$ cat src/rtl/fifo_pkg.sv
// ============================================================================
// fifo_pkg : shared constants and pointer helpers for the async FIFO
// Rev 1.0  : initial release
// ============================================================================
`default_nettype none

package fifo_pkg;

  localparam int ADDR_W_DEFAULT = 4;

  // Operates on a 32-bit container so both pointer blocks can share it at any
  // width; callers zero-extend the binary pointer and keep the low bits.
  function automatic logic [31:0] bin2gray(input logic [31:0] i_bin);
    return i_bin ^ (i_bin >> 1);
  endfunction

endpackage

`default_nettype wire

$ cat src/rtl/fifo_sync_2ff.sv
// ============================================================================
// fifo_sync_2ff : two-flop synchronizer, async active-low reset to zero
// Rev 1.0       : initial release
// ============================================================================
`default_nettype none

module fifo_sync_2ff #(
  parameter int WIDTH = 5
) (
  input  logic             clk,
  input  logic             rst_n,
  input  logic [WIDTH-1:0] i_d,
  output logic [WIDTH-1:0] o_q
);

  logic [WIDTH-1:0] r_q1;
  logic [WIDTH-1:0] r_q2;

  always_ff @(posedge clk or negedge rst_n) begin
    if (!rst_n) begin
      r_q1 <= '0;
      r_q2 <= '0;
    end else begin
      r_q1 <= i_d;
      r_q2 <= r_q1;
    end
  end

  assign o_q = r_q2;

endmodule

`default_nettype wire

$ cat src/rtl/fifo_wr_ptr_full.sv
// ============================================================================
// fifo_wr_ptr_full : write-domain pointer, Gray publish and full flag
// Rev 1.0          : initial release
// ============================================================================
`default_nettype none

module fifo_wr_ptr_full
  import fifo_pkg::*;
#(
  parameter int number_of_bit_address = ADDR_W_DEFAULT
) (
  input  logic                             wclk,
  input  logic                             RST_WR,
  input  logic                             winc,
  input  logic [number_of_bit_address:0]   rptr_gray_async,
  output logic [number_of_bit_address-1:0] waddr,
  output logic                             wclken,
  output logic                             wfull,
  output logic [number_of_bit_address:0]   wptr_gray
);

  localparam int A = number_of_bit_address;

  logic [A:0]  r_wbin;
  logic [A:0]  r_wptr_gray;
  logic        r_wfull;

  logic [A:0]  w_rq2;
  logic [A:0]  w_bin_next;
  logic [31:0] w_gray_wide;
  logic [A:0]  w_gray_next;
  logic [A:0]  w_full_cmp;
  logic        w_full_next;
  logic        w_unused_gray;

  fifo_sync_2ff #(
    .WIDTH (A + 1)
  ) u_rptr_sync (
    .clk   (wclk),
    .rst_n (RST_WR),
    .i_d   (rptr_gray_async),
    .o_q   (w_rq2)
  );

  assign wclken      = winc & ~r_wfull;
  assign w_bin_next  = r_wbin + {{A{1'b0}}, wclken};
  assign w_gray_wide = bin2gray(32'(w_bin_next));
  assign w_gray_next = w_gray_wide[A:0];
  assign w_unused_gray = ^w_gray_wide[31:A+1];

  // Full when the next write pointer is exactly one lap ahead of the read
  // pointer: in Gray code that means the top two bits differ, the rest match.
  assign w_full_cmp  = {~w_rq2[A:A-1], w_rq2[A-2:0]};
  assign w_full_next = (w_gray_next == w_full_cmp);

  always_ff @(posedge wclk or negedge RST_WR) begin
    if (!RST_WR) begin
      r_wbin      <= '0;
      r_wptr_gray <= '0;
      r_wfull     <= 1'b0;
    end else begin
      r_wbin      <= w_bin_next;
      r_wptr_gray <= w_gray_next;
      r_wfull     <= w_full_next;
    end
  end

  assign waddr     = r_wbin[A-1:0];
  assign wptr_gray = r_wptr_gray;
  assign wfull     = r_wfull;

endmodule

`default_nettype wire

$ cat config.mk
export PLATFORM = sky130hd
export DESIGN_NAME = fifo_wr_ptr_full
export DESIGN_NICKNAME = d
export VERILOG_FILES = /design/src/rtl/fifo_pkg.sv /design/src/rtl/fifo_sync_2ff.sv /design/src/rtl/fifo_wr_ptr_full.sv
export SDC_FILE = /design/constraint.sdc
export NUM_CORES = 1
export LEC_CHECK = 0
export CORE_MARGIN = 2
export CORE_UTILIZATION = 45
export DETAILED_ROUTE_END_ITERATION = 10
export PLACE_DENSITY_LB_ADDON = 0.3
export SYNTH_ARGS = -nofsm -noshare
export SYNTH_HDL_FRONTEND = slang
export SYNTH_HIERARCHICAL = 1
export SYNTH_SLANG_ARGS = --single-unit
$ cat constraint.sdc
create_clock -name wclk -period 2.3 [get_ports wclk]
set_input_delay 0.345 -clock wclk [delete_from_list [all_inputs] [get_ports wclk]]
set_output_delay 0.345 -clock wclk [all_outputs]
set_load 0.01 [all_outputs]
# Yosys cells after proc, flatten, opt, wreduce, memory -nomap -nowiden
# Index checks and enable logic that the tools add are counted.
# word_totals
in_bits,8
reg_bits,21
out_inout_bits,11
word_cells,11
# classes
eq_ne,1
bitwise,4
addsub,1
# op_table
operator,count
5-bit by 1-bit adder with 5-bit output,1
5-bit == test,1
5-bit by 4-bit XOR with 5-bit output,1
2-bit inverter,1
1-bit AND,1
1-bit inverter,1

# Longest topological paths before layout
# depth
depth_word,5
mapped_depth,7
depth_no_buf,7

# Modules after synthesis
# Netlist, hierarchy kept.
# modules_own_cells
mod,area_each_um2,cells_per_inst,n_inst
fifo_wr_ptr_full,481.7,37,1
fifo_sync_2ff,250.2,10,1

# Worst setup path before layout
# No wires, ideal clock.
# synth_path
path_kind,register -> register
start,"register r_wfull, in the netlist wfull"
end,"register r_wfull, in the netlist wfull"
path_slack_ns,0.285
arrival_time_ns,1.914
n_path_buf,0
required_time_ns,2.199
stages_incl_launch_ff,8
setup_ns,0.101
path_cell_list,dfrtp_1 -> nor2b_1 -> ha_1 -> ha_1 -> xor2_1 -> xnor2_1 -> mux2i_1 -> nor4_1
# synth_via
elab_chain_cells,5
# synth_rtl
element,line,text
from (decl),fifo_wr_ptr_full.sv:26,logic r_wfull;
from (signal assigned),fifo_wr_ptr_full.sv:64,r_wfull <= w_full_next;
1-bit inverter,fifo_wr_ptr_full.sv:45,assign wclken = winc & ~r_wfull;
1-bit AND,fifo_wr_ptr_full.sv:45,
named net wclken,fifo_wr_ptr_full.sv:17,"output logic wclken,"
5-bit by 1-bit adder with 5-bit output,fifo_wr_ptr_full.sv:46,"assign w_bin_next = r_wbin + {{A{1'b0}}, wclken};"
named net w_bin_next[2],fifo_wr_ptr_full.sv:29,logic [A:0] w_bin_next;
5-bit by 4-bit XOR with 5-bit output,fifo_pkg.sv:14,return i_bin ^ (i_bin >> 1);
5-bit == test,fifo_wr_ptr_full.sv:54,assign w_full_next = (w_gray_next == w_full_cmp);
named net w_full_next,fifo_wr_ptr_full.sv:33,logic w_full_next;
# The timed path passes the listed nets, and every way through them passes these cells.

# Final worst setup path
# layout_path
start,input winc
end,"register r_wfull, in the netlist wfull"
# layout_via
elab_chain_cells,4
# layout_rtl
element,line,text
from (decl),fifo_wr_ptr_full.sv:14,"input logic winc,"
1-bit AND,fifo_wr_ptr_full.sv:45,
5-bit by 1-bit adder with 5-bit output,fifo_wr_ptr_full.sv:46,
5-bit by 4-bit XOR with 5-bit output,fifo_pkg.sv:14,
named net w_gray_wide[2],fifo_wr_ptr_full.sv:30,logic [31:0] w_gray_wide;
5-bit == test,fifo_wr_ptr_full.sv:54,
named net w_full_next,fifo_wr_ptr_full.sv:33,
# The timed path passes the listed nets, and every way through them passes these cells.

==> metrics.md <==
| Metric | Value |
|---|---|
| Status | `complete, no violations` |
| Total GRT Usage | `12.4%` |
| Largest driver fanout on the critical path | `4` |
| Global-route track usage on met3 | `2.45%` |
| Number of warnings issued by yosys | `6` |
| Number of clock sinks seen by CTS | `20` |
| Worst Setup Slack post-DPL | `-0.0611 ns` |
| Maximum number of pins on one net before global-route repair | `21` |
| Fraction of layout instances using a drive strength above 1 | `16.2%` |
| CTS Buf Count | `3` |
| Main combinational cell family by area after synthesis | `XOR/XNOR gates` |
| Most instantiated cells after synthesis | `dfrtp_1, xnor2_1, xor2_1` |
| LEAKAGE | `0.447 nW` |
| WP data arrival | `2.27 ns` |
| Initial standard-cell utilization of the core | `48.0%` |
| Synthesized area per cell | `15.6 sq um` |
| Number of gates resized after cts | `0` |
| Root buffer cell | `clkbuf_4` |
| #FFs+latches synth | `20` |
| Finish-stage setup viols | `0` |
| Peak clock frequency supported by timing | `480 MHz` |
| Cell taking the most area after synthesis | `dfrtp_1` |
| Clock-pin slew reported for the worst setup and hold paths after clock tree synthesis | `0.11 ns` |
| Worst slew slack as a fraction of its limit | `81.6%` |
| M2 GR Usage | `21.8%` |
| Number of H-tree levels | `1` |
| Async S/R FF share, synth | `100%` |
| Commonest register cell after synthesis | `dfrtp_1` |
| RSZ-0062 raised after global routing | `false` |
| Basic-gate share of the synthesized area counting and, or, nand and nor cells | `5.64%` |
| Fill cells | `129` |
| Maximum capacitance violations | `0` |
| Setup Crit Path Kind | `in2reg` |
| Sum of internal, switching and leakage power | `1.42 mW` |
| Nets | `85` |
| Peak ir drop on the vdd network | `0.812 mV` |
| Internal portion of total power | `0.957 mW` |
| Most frequent cell after synthesis | `dfrtp_1` |
| Compound-Gate Fraction of Synth Area | `3.42%` |
| Drt drc | `0` |
| Number of nets still failing antenna checks after routing | `0` |
| Shortest clock period the worst path allows after layout | `2.08 ns` |
| Maximum clock skew at final layout | `0.00335 ns` |
| Number of design-rule violations left by the first detailed-router iteration | `1` |
| Proportion of power drawn by combinational gates | `48.5%` |
| Worst min path class | `reg2reg` |
| Count of pins on the block boundary | `19` |
| Synth cell types | `16` |
| Dominant cells by area after synthesis | `dfrtp_1, xnor2_1, xor2_1` |
| Deepest clock path buffer count | `2` |
| Number of antenna diodes | `0` |
| Startpoint of the worst hold path | `u_rptr_sync/r_q1[1]` |
| Via count of the first global-routing pass | `449` |
| Number of nets produced by synthesis | `57` |
| Area grow syn2layout | `37.4%` |
| Die height | `44.3 microns` |
| Number of synthesized flops with an enable pin | `0` |
| Core Region | `1520 sq um` |
| XOR/XNOR share of the synthesized area | `17.8%` |
| Sequential share of power | `37.8%` |
| Total power per unit cell area | `1410 nW/um^2` |
| Final worst-path cycle share | `90.5%` |
| Final Hold Vio Count | `0` |
| Critical path origin | `winc` |
| Via count | `435` |
| Hold-fix buffers, CTS | `0` |
| TritonCTS clock tree | `built` |
| # port buffers | `18` |
| Met1 layer usage reported by global route | `14.7%` |
| Number of setup buffers added after CTS | `0` |
| Clock latency reported for the late side of the worst-skew pair | `0.29 ns` |
| Wire length of the first global-routing pass | `1760 microns` |
| Top-area cell type share of the netlist area | `68.4%` |
| Post-synthesis adder-cell area fraction | `3.42%` |
| Final WS setup | `0.219 ns` |
| Gp weighted congestion | `0.654` |
| Instance count of the mapped netlist | `47` |
| DR WL/cell | `11.3 microns` |
| Post-Route WL | `1020 microns` |
| Std cell rows | `14` |
| Total Negative Setup Slacks | `0 ns` |
| Net switching power | `0.460 mW` |
| Hold_ws | `0.358 ns` |
| Vias per std cell | `4.83` |
| Crit start category | `primary input` |
| Fraction of power consumed by the clock network | `13.7%` |
| Multiplexer fraction of the synthesized cell area | `1.37%` |
| Area of the die | `1970 sq um` |
| Total congestion overflow | `0` |
| Worst R2R Start | `wfull` |
| Sequential area share after synthesis | `68.4%` |
| Net Sw Frac | `32.5%` |
| Slew at the pin closest to its max-slew limit | `0.273 ns` |
| Final number of max-transition violations | `0` |
| Required time of the critical path | `2.48 ns` |
| Crit. End Element | `flop` |
| First-pass detailed-route iteration total | `2` |
| Die outline width | `44.3 microns` |
| Antenna violations before repair | `0` |
| Most utilized layer in the global route result | `met2` |
| Mapped Area | `732 sq um` |
==> metal layers <==
layer	vias up	routed length (microns)	share of wire, %
met3	0	60	5.9
met2	15	520	51
met4	0	0	0
met5	-	0	0
li1	210	-	-
met1	210	434	43
==> power groups by stage <==
stage               Clock, mW  Sequential [mW]  Combinational (mW)
floorplan                   0            0.580               0.348
global placement            0            0.540               0.684
detailed placement          0            0.546               0.695
CTS                     0.201            0.538               0.700
global route            0.217            0.550               0.753
finish                  0.194            0.535               0.688
==> cell type report <==
type                            instances  area (sq um)  area share, %
Sequential cell                        20           500           49.8
Tap cell                               16          20.0           1.99
Timing Repair Buffer                   23           218           21.6
Multi-Input combinational cell         27           231           23.0
Clock buffer                            4          36.3           3.61
==> worst paths after layout <==
path | end | slack, ns | cells past startpoint
max | wfull | 0.22 | 9
min | u_rptr_sync/o_q[1] | 0.36 | 0
max reg2reg | wfull | 0.33 | 8
min reg2reg | u_rptr_sync/o_q[1] | 0.36 | 0
max in group asynchronous | u_rptr_sync/o_q[1] | 1.72 | 2
min in group asynchronous | r_wbin[3] | 0.38 | 2
==> placed cells by master (no fill, tap or decap), types with 2 or more instances in the layout <==
| cell type | instances |
|---|---|
| buf_4 | 5 |
| clkbuf_4 | 3 |
| clkdlybuf4s50_1 | 18 |
| dfrtp_1 | 20 |
| ha_1 | 2 |
| xnor2_1 | 7 |
| xor2_1 | 6 |
==> state kept, by name, indices dropped and copies added, names as in the netlist <==
register          count
r_wbin                5
u_rptr_sync/o_q       5
u_rptr_sync/r_q1      5
wptr_gray             4
wfull                 1
==> logic make-up after synthesis <==
kind of cell               count (synthesis)
AOI/OAI and AO/OA                          3
xor gates and xnor gates                  14
adders and majority gates                  2
DFF                                       20
muxes                                      1
and+or+nand+nor                            7
==> worst max-delay path, cell delays in order <==
cell and delay [ns]:
clkdlybuf4s50_1 0.44, nor2b_1 0.19, ha_1 0.21, ha_1 0.23
buf_4 0.14, xnor2_1 0.13, xnor2_1 0.18, xor2_1 0.10
nor4_1 0.30
==> stage by stage <==
step                cell area [sq um]  util, %  instances
floorplan                         732        -         47
global placement                  970     63.6         86
detailed placement                970     63.6         86
CTS                              1010     66.0         90
global route                     1010     66.0         90
finish                           1010     66.0         90
No activity file was read; power rests on OpenSTA's default activity.
